--- src/rtl/register_pipeline_pkg.sv ---
// register_pipeline_pkg: shared types and sizing helpers for the register pipeline
package register_pipeline_pkg;
  localparam int MAX_WORD_WIDTH = 64;
  typedef struct packed {
    logic                      valid;
    logic [MAX_WORD_WIDTH-1:0] data;
  } stage_t;
  function automatic int occ_width(input int depth);
    return $clog2(depth + 1);
  endfunction
endpackage

--- src/rtl/register_pipeline_stage.sv ---
// register_pipeline_stage: one valid+data register slot with async reset, sync clear and load enable
module register_pipeline_stage #(
  parameter int                    WORD_WIDTH  = 8,
  parameter logic [WORD_WIDTH-1:0] RESET_VALUE = '0
) (
  input  logic                  clock,
  input  logic                  reset,
  input  logic                  clear,
  input  logic                  load,
  input  logic                  next_valid,
  input  logic [WORD_WIDTH-1:0] next_data,
  output logic                  valid,
  output logic [WORD_WIDTH-1:0] data
);
  // data only moves with a valid word so an emptied slot keeps its last value
  always_ff @(posedge clock or posedge reset)
    if (reset) begin
      valid <= 1'b0;
      data  <= RESET_VALUE;
    end else if (clear) begin
      valid <= 1'b0;
      data  <= RESET_VALUE;
    end else if (load) begin
      valid <= next_valid;
      if (next_valid) data <= next_data;
    end
endmodule

--- src/rtl/register_pipeline.sv ---
// register_pipeline: DEPTH-stage valid/ready register pipeline; REGISTER_PIPELINE_OCCUPANCY_EN adds an occupancy counter port
module register_pipeline
  import register_pipeline_pkg::*;
#(
  parameter int                    WORD_WIDTH  = 8,
  parameter int                    DEPTH       = 2,
  parameter logic [WORD_WIDTH-1:0] RESET_VALUE = '0
) (
  input  logic                         clock,
  input  logic                         reset,
  input  logic                         clear,
  input  logic                         in_valid,
  output logic                         in_ready,
  input  logic [WORD_WIDTH-1:0]        in_data,
  output logic                         out_valid,
  input  logic                         out_ready,
  output logic [WORD_WIDTH-1:0]        out_data
`ifdef REGISTER_PIPELINE_OCCUPANCY_EN
  ,
  output logic [occ_width(DEPTH)-1:0]  occupancy
`endif
);
  logic [DEPTH:0]          chain_valid;
  logic [WORD_WIDTH-1:0]   chain_data [DEPTH+1];
  logic [DEPTH:0]          ready;
  assign ready[DEPTH]   = out_ready;
  assign in_ready       = ready[0] && !clear;
  assign chain_valid[0] = in_valid && in_ready;
  assign chain_data[0]  = in_data;
  assign out_valid      = chain_valid[DEPTH];
  assign out_data       = chain_data[DEPTH];
  for (genvar i = 0; i < DEPTH; i++) begin : g_stage
    assign ready[i] = !chain_valid[i+1] || ready[i+1];
    register_pipeline_stage #(
      .WORD_WIDTH (WORD_WIDTH),
      .RESET_VALUE(RESET_VALUE)
    ) u_stage (
      .clock     (clock),
      .reset     (reset),
      .clear     (clear),
      .load      (ready[i]),
      .next_valid(chain_valid[i]),
      .next_data (chain_data[i]),
      .valid     (chain_valid[i+1]),
      .data      (chain_data[i+1])
    );
  end
`ifdef REGISTER_PIPELINE_OCCUPANCY_EN
  localparam int OW = occ_width(DEPTH);
  logic in_fire, out_fire;
  assign in_fire  = in_valid && in_ready;
  assign out_fire = out_valid && out_ready;
  // counts words held; simultaneous in/out cancels out
  always_ff @(posedge clock or posedge reset)
    if (reset) occupancy <= '0;
    else if (clear) occupancy <= '0;
    else occupancy <= occupancy + OW'(in_fire) - OW'(out_fire);
`endif
endmodule

--- config.mk ---
export PLATFORM = sky130hd
export DESIGN_NAME = register_pipeline
export DESIGN_NICKNAME = d
export VERILOG_FILES = /design/src/rtl/register_pipeline_pkg.sv /design/src/rtl/register_pipeline_stage.sv /design/src/rtl/register_pipeline.sv
export SDC_FILE = /design/constraint.sdc
export NUM_CORES = 1
export LEC_CHECK = 0
export ABC_CLOCK_PERIOD_IN_PS = 2100
export CORE_ASPECT_RATIO = 2
export CORE_MARGIN = 5
export CORE_UTILIZATION = 30
export DETAILED_ROUTE_END_ITERATION = 6
export GPL_ROUTABILITY_DRIVEN = 0
export GPL_TIMING_DRIVEN = 1
export SLEW_MARGIN = 20
export SYNTH_ARGS = -nofsm -noshare
export SYNTH_HDL_FRONTEND = slang
export SYNTH_SLANG_ARGS = --single-unit
--- constraint.sdc ---
create_clock -name clock -period 2.1 [get_ports clock]
set_input_delay 0.21 -clock clock [delete_from_list [all_inputs] [get_ports clock]]
set_output_delay 0.21 -clock clock [all_outputs]
set_load 0.01 [all_outputs]
==> flow_metrics.env, run 1 <==
export IMPL_synth_nets=85
export IMPL_swShare_pct=21.47
export IMPL_cts_hold_buffers=0
export IMPL_synth_seq_area_share_pct=55.30
export IMPL_holdWs_ps=356.3
export IMPL_grt_max_degree=19
export IMPL_worstPathCellList="clkdlybuf4s50_1 -> and2b_4 -> a21oi_1 -> clkdlybuf4s50_1"
export IMPL_antenna_cells=0
export IMPL_max_freq_mhz=545.5
export IMPL_maxSlewHeadroom_pct=56.60
export IMPL_cts_tree="built"
export IMPL_p_int_mw=0.5343
export IMPL_leakage_nw=0.4571
export IMPL_grt_pass1_wl_um=2711
export IMPL_timing_final_crit_share_pct=87.29
export IMPL_rsz0062_at_grt="no"
export IMPL_p_per_area_nw_per_um2=652.8
export IMPL_maxCapViolations=0
export IMPL_synth_edff_count=0
export IMPL_synth_area_per_cell_um2=11.31
export IMPL_status="complete, no violations"
export IMPL_grt_use_total_pct=9.216
export IMPL_cts_buffers=3
export IMPL_p_seq_share_pct=54.9
export IMPL_die_area_um2=3920
export IMPL_vias=567
export IMPL_synthArstFlopShare_pct=100.0
export IMPL_yosys_cell_types_count=14
export IMPL_pwr_share_comb_pct=12.1
export IMPL_routed_wl_um=1524
export IMPL_dp_cells=112
export IMPL_synth_seq_cells=18
export IMPL_synth_common_cells="18 x dfrtp_1, 11 x a21oi_1, 9 x buf_4"
export IMPL_nets=102
export IMPL_antenna_found_initial=0
export IMPL_cp_end_kind="output pin"
export IMPL_netSwitchingPower_mw=0.1461
export IMPL_cts_htree_levels=1
export IMPL_io_pin_count=23
export IMPL_ant_nets=0
export IMPL_clk_path_buf_depth=2
export IMPL_yosysMostFrequentCell="dfrtp_1"
export IMPL_routedWlPerCell_um=13.25
export IMPL_drv_slew=0
export IMPL_cp_depth=4
export IMPL_synth_area_leaders="dfrtp_1 55%, a22o_1 8.6%, buf_4 8.3%, a21oi_1 6.8%, nand3_1 4.9%"
export IMPL_period_needed_ps=1833
export IMPL_required_ps=1890
export IMPL_cts_sinks=18
export IMPL_cp_num_buf_inv=2
export IMPL_hold_viol=0
export IMPL_port_buffers=22
export IMPL_critPathTopFamily="buffers and inverters"
export IMPL_path_class="input port to output pin"
export IMPL_coreArea_um2=2570
export IMPL_drt_first_pass_iters=2
export IMPL_start_util_pct=31.69
export IMPL_yosys_warnings=0
export IMPL_clk_pin_slew_ps=60
export IMPL_grt_use_met2_pct=16.11
export IMPL_synth_area_um2=814.5
export IMPL_root_buffer="clkbuf_8"
export IMPL_route_detailed_drc=0
export IMPL_worstPathArrival_ps=1620
export IMPL_drive_gt1_share_pct=9.195
export IMPL_fin_setup_tns_ps=0
export IMPL_hpwl_um=1288
export IMPL_power_frac_clock_pct=33.0
export IMPL_crit_slowest_cell="clkdlybuf4s50_1"
export IMPL_synth_flop_cell="dfrtp_1"
export IMPL_grt_busiest_layer="met2"
export IMPL_hp_class="input port to async pin"
export IMPL_skew_ps=1.361
export IMPL_cts_setup_buffers=0
export IMPL_reg2regPathDepth=3
export IMPL_grt_pass1_vias=585
export IMPL_stdcell_count=115
export IMPL_nFillCells=265
export IMPL_peakVddDrop_uv=339.7
export IMPL_die_w_um=46.85
export IMPL_clkLatencyLatePin_ps=240
export IMPL_finalSetupViolCount=0
export IMPL_synth_top_area_share_pct=55.30
export IMPL_worstSetupStartpointType="input port"
export IMPL_synth_area_leader_cell="dfrtp_1"
export IMPL_path_max_fanout=9
export IMPL_chipHeight_um=83.69
export IMPL_overflow=0
export IMPL_drtIter0Drc=6
export IMPL_grtUsageMet1_pct=9.918
export IMPL_cts_resized=0
export IMPL_cp_slowest_stage_delay_ps=550
export IMPL_fp_row_count=26
export IMPL_path_common_cell="clkdlybuf4s50_1"
export IMPL_syn_inst=72
export IMPL_worst_pin_slew_ps=650.4
export IMPL_routed_via_density=4.930
export IMPL_syn_to_final_growth_pct=27.96
export IMPL_grt_util_met3_pct=1.944
## path summary, 6_finish.rpt
check / slack [ps] / from / to
worst min-delay path: 360 / reset / g_stage[0].u_stage.data[5]$_DFFE_PP0P_
max in group asynchronous: 1330 / reset / g_stage[1].u_stage.valid$_DFFE_PP0P_
worst min register to register: 510 / g_stage[0].u_stage.data[1]$_DFFE_PP0P_ / g_stage[0].u_stage.data[1]$_DFFE_PP0P_
worst max register to register: 800 / g_stage[0].u_stage.valid$_DFFE_PP0P_ / g_stage[0].u_stage.data[5]$_DFFE_PP0P_
min in group clock: 510 / g_stage[0].u_stage.data[1]$_DFFE_PP0P_ / g_stage[0].u_stage.data[1]$_DFFE_PP0P_
worst max-delay path: 270 / out_ready / in_ready
## worst reg2reg max path: cells and delay by family, from the launching register on
kind,cells,cell delay (ps)
and+or+nand+nor,2,530
DFF,1,520
AOI/OAI and AO/OA,1,190
## cells in the final DEF, fill, tap and decap left out
cell type and count:
nand2b_1 1, nand3b_4 1, buf_4 1, and2b_4 1, inv_1 3, a21oi_4 1, nand3_1 8, clkbuf_8 3
a21oi_1 11, a22o_1 8, dfrtp_1 18, nor3b_4 1, clkdlybuf4s50_1 22, o21ai_0 8
## sequential cells by signal (all words and copies together) (netlist names)
name	flops
g_stage.u_stage.valid	2
g_stage.u_stage.data	16
## metrics by stage
stage	setup WS, ps	power [mW]	area (µm²)	utilization, %
6_report	266.9	0.6804	1042	40.56
5_1_grt	201.7	0.7166	1042	40.56
3_3_place_gp	295.3	0.4613	1001	38.95
2_1_floorplan	1009	0.4222	814.5	-
3_5_place_dp	255.1	0.4639	1001	38.95
4_1_cts	252.5	0.6898	1042	40.56
## routing by layer
layer | part of all wire, % | wire (µm)
met1 | 33 | 502
met2 | 61 | 925
met3 | 4.9 | 75
met4 | 1.2 | 19
met5 | 0 | 0
## power by group through the flow
stage / Clock [mW] / Sequential, mW / Combinational [mW]
2_1_floorplan: 0 / 0.375 / 0.0468
3_3_place_gp: 0 / 0.380 / 0.0817
3_5_place_dp: 0 / 0.380 / 0.0840
4_1_cts: 0.232 / 0.374 / 0.0841
5_1_grt: 0.250 / 0.376 / 0.0915
6_report: 0.225 / 0.373 / 0.0823
## cells by family after synthesis
logic type	after synthesis	share of synthesized area, %
AO/OA/AOI/OAI	28	22.27
buffers and inverters	14	10.75
flip-flops	18	55.30
AND/OR/NAND/NOR	12	11.68
## final cells by class
type                       instances  area (µm²)  area share, %
timing repair buffer              23       227.7          21.85
sequential                        18       450.4          43.22
multi-input combinational         40       276.5          26.53
inverter                           3       11.26          1.080
tap                               28       35.03          3.361
clock buffer                       3       41.29          3.962
(Power assumes the default switching activity.)
==> run 2, diff against run 1 <==
--- a/config.mk
+++ b/config.mk
@@ -6,6 +6,7 @@
 export NUM_CORES = 1
 export LEC_CHECK = 0
 export ABC_CLOCK_PERIOD_IN_PS = 2100
+export CAP_MARGIN = 20
 export CORE_ASPECT_RATIO = 2
 export CORE_MARGIN = 5
 export CORE_UTILIZATION = 30
==> results of run 2 <==
The final DEF is identical to that of run 1; final timing and power are the same.
==> run 3, diff against run 2 <==
--- a/config.mk
+++ b/config.mk
@@ -5,6 +5,7 @@
 export SDC_FILE = /design/constraint.sdc
 export NUM_CORES = 1
 export LEC_CHECK = 0
+export ABC_AREA = 1
 export ABC_CLOCK_PERIOD_IN_PS = 2100
 export CAP_MARGIN = 20
 export CORE_ASPECT_RATIO = 2
==> run 3 against run 2 <==
Net effect:
- clock power is 16% higher
- via count is 11% higher
- largest cell class unchanged
- non-clock buffer count stayed put
==> flow_metrics.env, run 3 <==
export IMPL_rsz0062_at_grt="no"
export IMPL_leakage_nw=0.4822
export IMPL_yosysMostFrequentCell="dfrtp_1"
export IMPL_syn_inst=88
export IMPL_clk_path_buf_depth=2
export IMPL_nets=118
export IMPL_start_util_pct=30.32
export IMPL_fp_row_count=27
export IMPL_ant_nets=0
export IMPL_synth_seq_area_share_pct=54.96
export IMPL_synth_flop_cell="dfrtp_1"
export IMPL_synthArstFlopShare_pct=100.0
export IMPL_syn_to_final_growth_pct=29.77
export IMPL_drive_gt1_share_pct=7.692
export IMPL_yosys_cell_types_count=13
export IMPL_hold_viol=0
export IMPL_routed_via_density=4.744
export IMPL_grtUsageMet1_pct=9.227
export IMPL_synth_area_um2=819.5
export IMPL_path_class="input port to output pin"
export IMPL_antenna_found_initial=0
export IMPL_chipHeight_um=83.92
export IMPL_route_detailed_drc=0
export IMPL_cp_end_kind="output pin"
export IMPL_synth_area_leader_cell="dfrtp_1"
export IMPL_place_ws_ps=426.0
export IMPL_p_int_mw=0.5688
export IMPL_reg2reg_setup_slack_ps=1030
export IMPL_cts_resized=0
export IMPL_hp_class="input port to async pin"
export IMPL_pwr_share_comb_pct=11.5
export IMPL_largest_registers="g_stage.u_stage.data x16, g_stage.u_stage.valid x2"
export IMPL_layout_commonest_cell="clkdlybuf4s50_1"
export IMPL_synth_seq_cells=18
export IMPL_p_per_area_nw_per_um2=673.3
export IMPL_dp_cells=129
export IMPL_antenna_cells=0
export IMPL_cts_hold_buffers=0
export IMPL_max_freq_mhz=599.7
export IMPL_regMostFlops="g_stage.u_stage.data"
export IMPL_cts_setup_buffers=0
export IMPL_die_area_um2=3940
export IMPL_power_frac_clock_pct=36.6
export IMPL_required_ps=1890
export IMPL_netSwitchingPower_mw=0.1473
export IMPL_grt_pass1_wl_um=2594
export IMPL_setup_ws_ps=432.5
export IMPL_overflow=0
export IMPL_reg2reg_to="g_stage[1].u_stage.data[0]$_DFFE_PP0P_"
export IMPL_drv_slew=0
export IMPL_reg2regPathDepth=3
export IMPL_grt_pass1_vias=615
export IMPL_routed_wl_um=1485
export IMPL_maxCapViolations=0
export IMPL_routedWlPerCell_um=11.17
export IMPL_finalSetupViolCount=0
export IMPL_synth_top_area_share_pct=54.96
export IMPL_grt_use_met2_pct=15.61
export IMPL_mostFrequentLayoutCells="22 x clkdlybuf4s50_1, 18 x dfrtp_1, 17 x nand3_1"
export IMPL_clkLatencyLatePin_ps=240
export IMPL_status="complete, no violations"
export IMPL_nFillCells=307
export IMPL_die_w_um=46.96
export IMPL_grt_use_total_pct=8.969
export IMPL_synth_nets=101
export IMPL_worst_pin_slew_ps=663.3
export IMPL_swShare_pct=20.58
export IMPL_synth_common_cells="18 x dfrtp_1, 17 x nand3_1, 10 x inv_1, 10 x nand2_1, 9 x o21ai_0"
export IMPL_grt_max_degree=25
export IMPL_p_seq_share_pct=51.9
export IMPL_worstSetupStartpointType="input port"
export IMPL_synth_area_per_cell_um2=9.313
export IMPL_timing_final_crit_share_pct=79.41
export IMPL_largest_register_ffs=16
export IMPL_drt_first_pass_iters=4
export IMPL_skew_ps=0.9102
export IMPL_coreArea_um2=2703
export IMPL_cts_htree_levels=1
export IMPL_vias=631
export IMPL_path_max_fanout=3
export IMPL_synth_area_leaders="dfrtp_1 55%, nand3_1 10%, buf_4 7.3%, nand4_1 6.1%, o21ai_0 5.5%"
export IMPL_cts_sinks=18
export IMPL_stdcell_count=133
export IMPL_period_needed_ps=1668
export IMPL_cts_tree="built"
export IMPL_grt_util_met3_pct=1.296
export IMPL_port_buffers=22
export IMPL_drtIter0Drc=17
export IMPL_fin_setup_tns_ps=0
export IMPL_cts_buffers=3
export IMPL_r2r_start="g_stage[1].u_stage.valid$_DFFE_PP0P_"
export IMPL_synth_edff_count=0
export IMPL_maxSlewHeadroom_pct=55.73
export IMPL_clk_pin_slew_ps=60
export IMPL_power_mw=0.7161
export IMPL_grt_busiest_layer="met2"
export IMPL_root_buffer="clkbuf_8"
export IMPL_worstPathArrival_ps=1460
export IMPL_io_pin_count=23
export IMPL_yosys_warnings=0
export IMPL_peakVddDrop_uv=429.1
export IMPL_hpwl_um=1238
==> run 3: metrics by stage <==
step / instance area [µm²] / utilization, % / hold slack, ps
floorplan: 819.5 / - / 148.6
global placement: 1008 / 37.31 / 482.9
detailed placement: 1008 / 37.31 / 488.8
CTS: 1064 / 39.35 / 392.6
global route: 1064 / 39.35 / 452.7
finish: 1064 / 39.35 / 371.0
==> run 3: power groups by stage <==
stage               registers, mW  clock network (mW)  logic (mW)
floorplan                   0.376                   0      0.0455
CTS                         0.372               0.271      0.0840
detailed placement          0.378                   0      0.0840
finish                      0.372               0.262      0.0824
global route                0.373               0.291      0.0929
global placement            0.377                   0      0.0824
==> run 3: critical path: stages <==
cell,delay (ps)
clkdlybuf4s50_1,450
inv_1,80
a31oi_1,160
clkdlybuf4s50_1,560
==> run 3: area by class of cell <==
type / count / area, µm² / share of cell area [%]
multi-input cells: 48 / 252.7 / 23.76
clock buffers: 4 / 55.05 / 5.176
well taps: 29 / 36.28 / 3.412
inverters: 11 / 41.29 / 3.882
flip-flops and latches: 18 / 450.4 / 42.35
repair buffers: 23 / 227.7 / 21.41
==> run 3: how the worst max path moves through the flow <==
stage                                              start                                     end  slack [ps]  cells past startpoint
global placement                               out_ready                                in_ready         460                      4
global route                                   out_ready                                in_ready         390                      4
detailed placement                             out_ready                                in_ready         430                      4
floorplan           g_stage[1].u_stage.valid$_DFFE_PP0P_  g_stage[1].u_stage.data[0]$_DFFE_PP0P_        1130                      4
finish                                         out_ready                                in_ready         430                      4
CTS                                            out_ready                                in_ready         420                      4
==> run 3: kinds of logic after synthesis <==
logic type	synth area share (%)
simple gates	23.97
buf+inv	14.20
flops	54.96
compound gates	6.870
==> run 3: routing by layer <==
metal  up-vias  wire length [µm]  part of all wire (%)
met5         -                 0                     0
li1        323                 -                     -
met1       293               516                    35
met2        13               863                    58
met4         0                36                   2.4
met3         2                69                   4.6
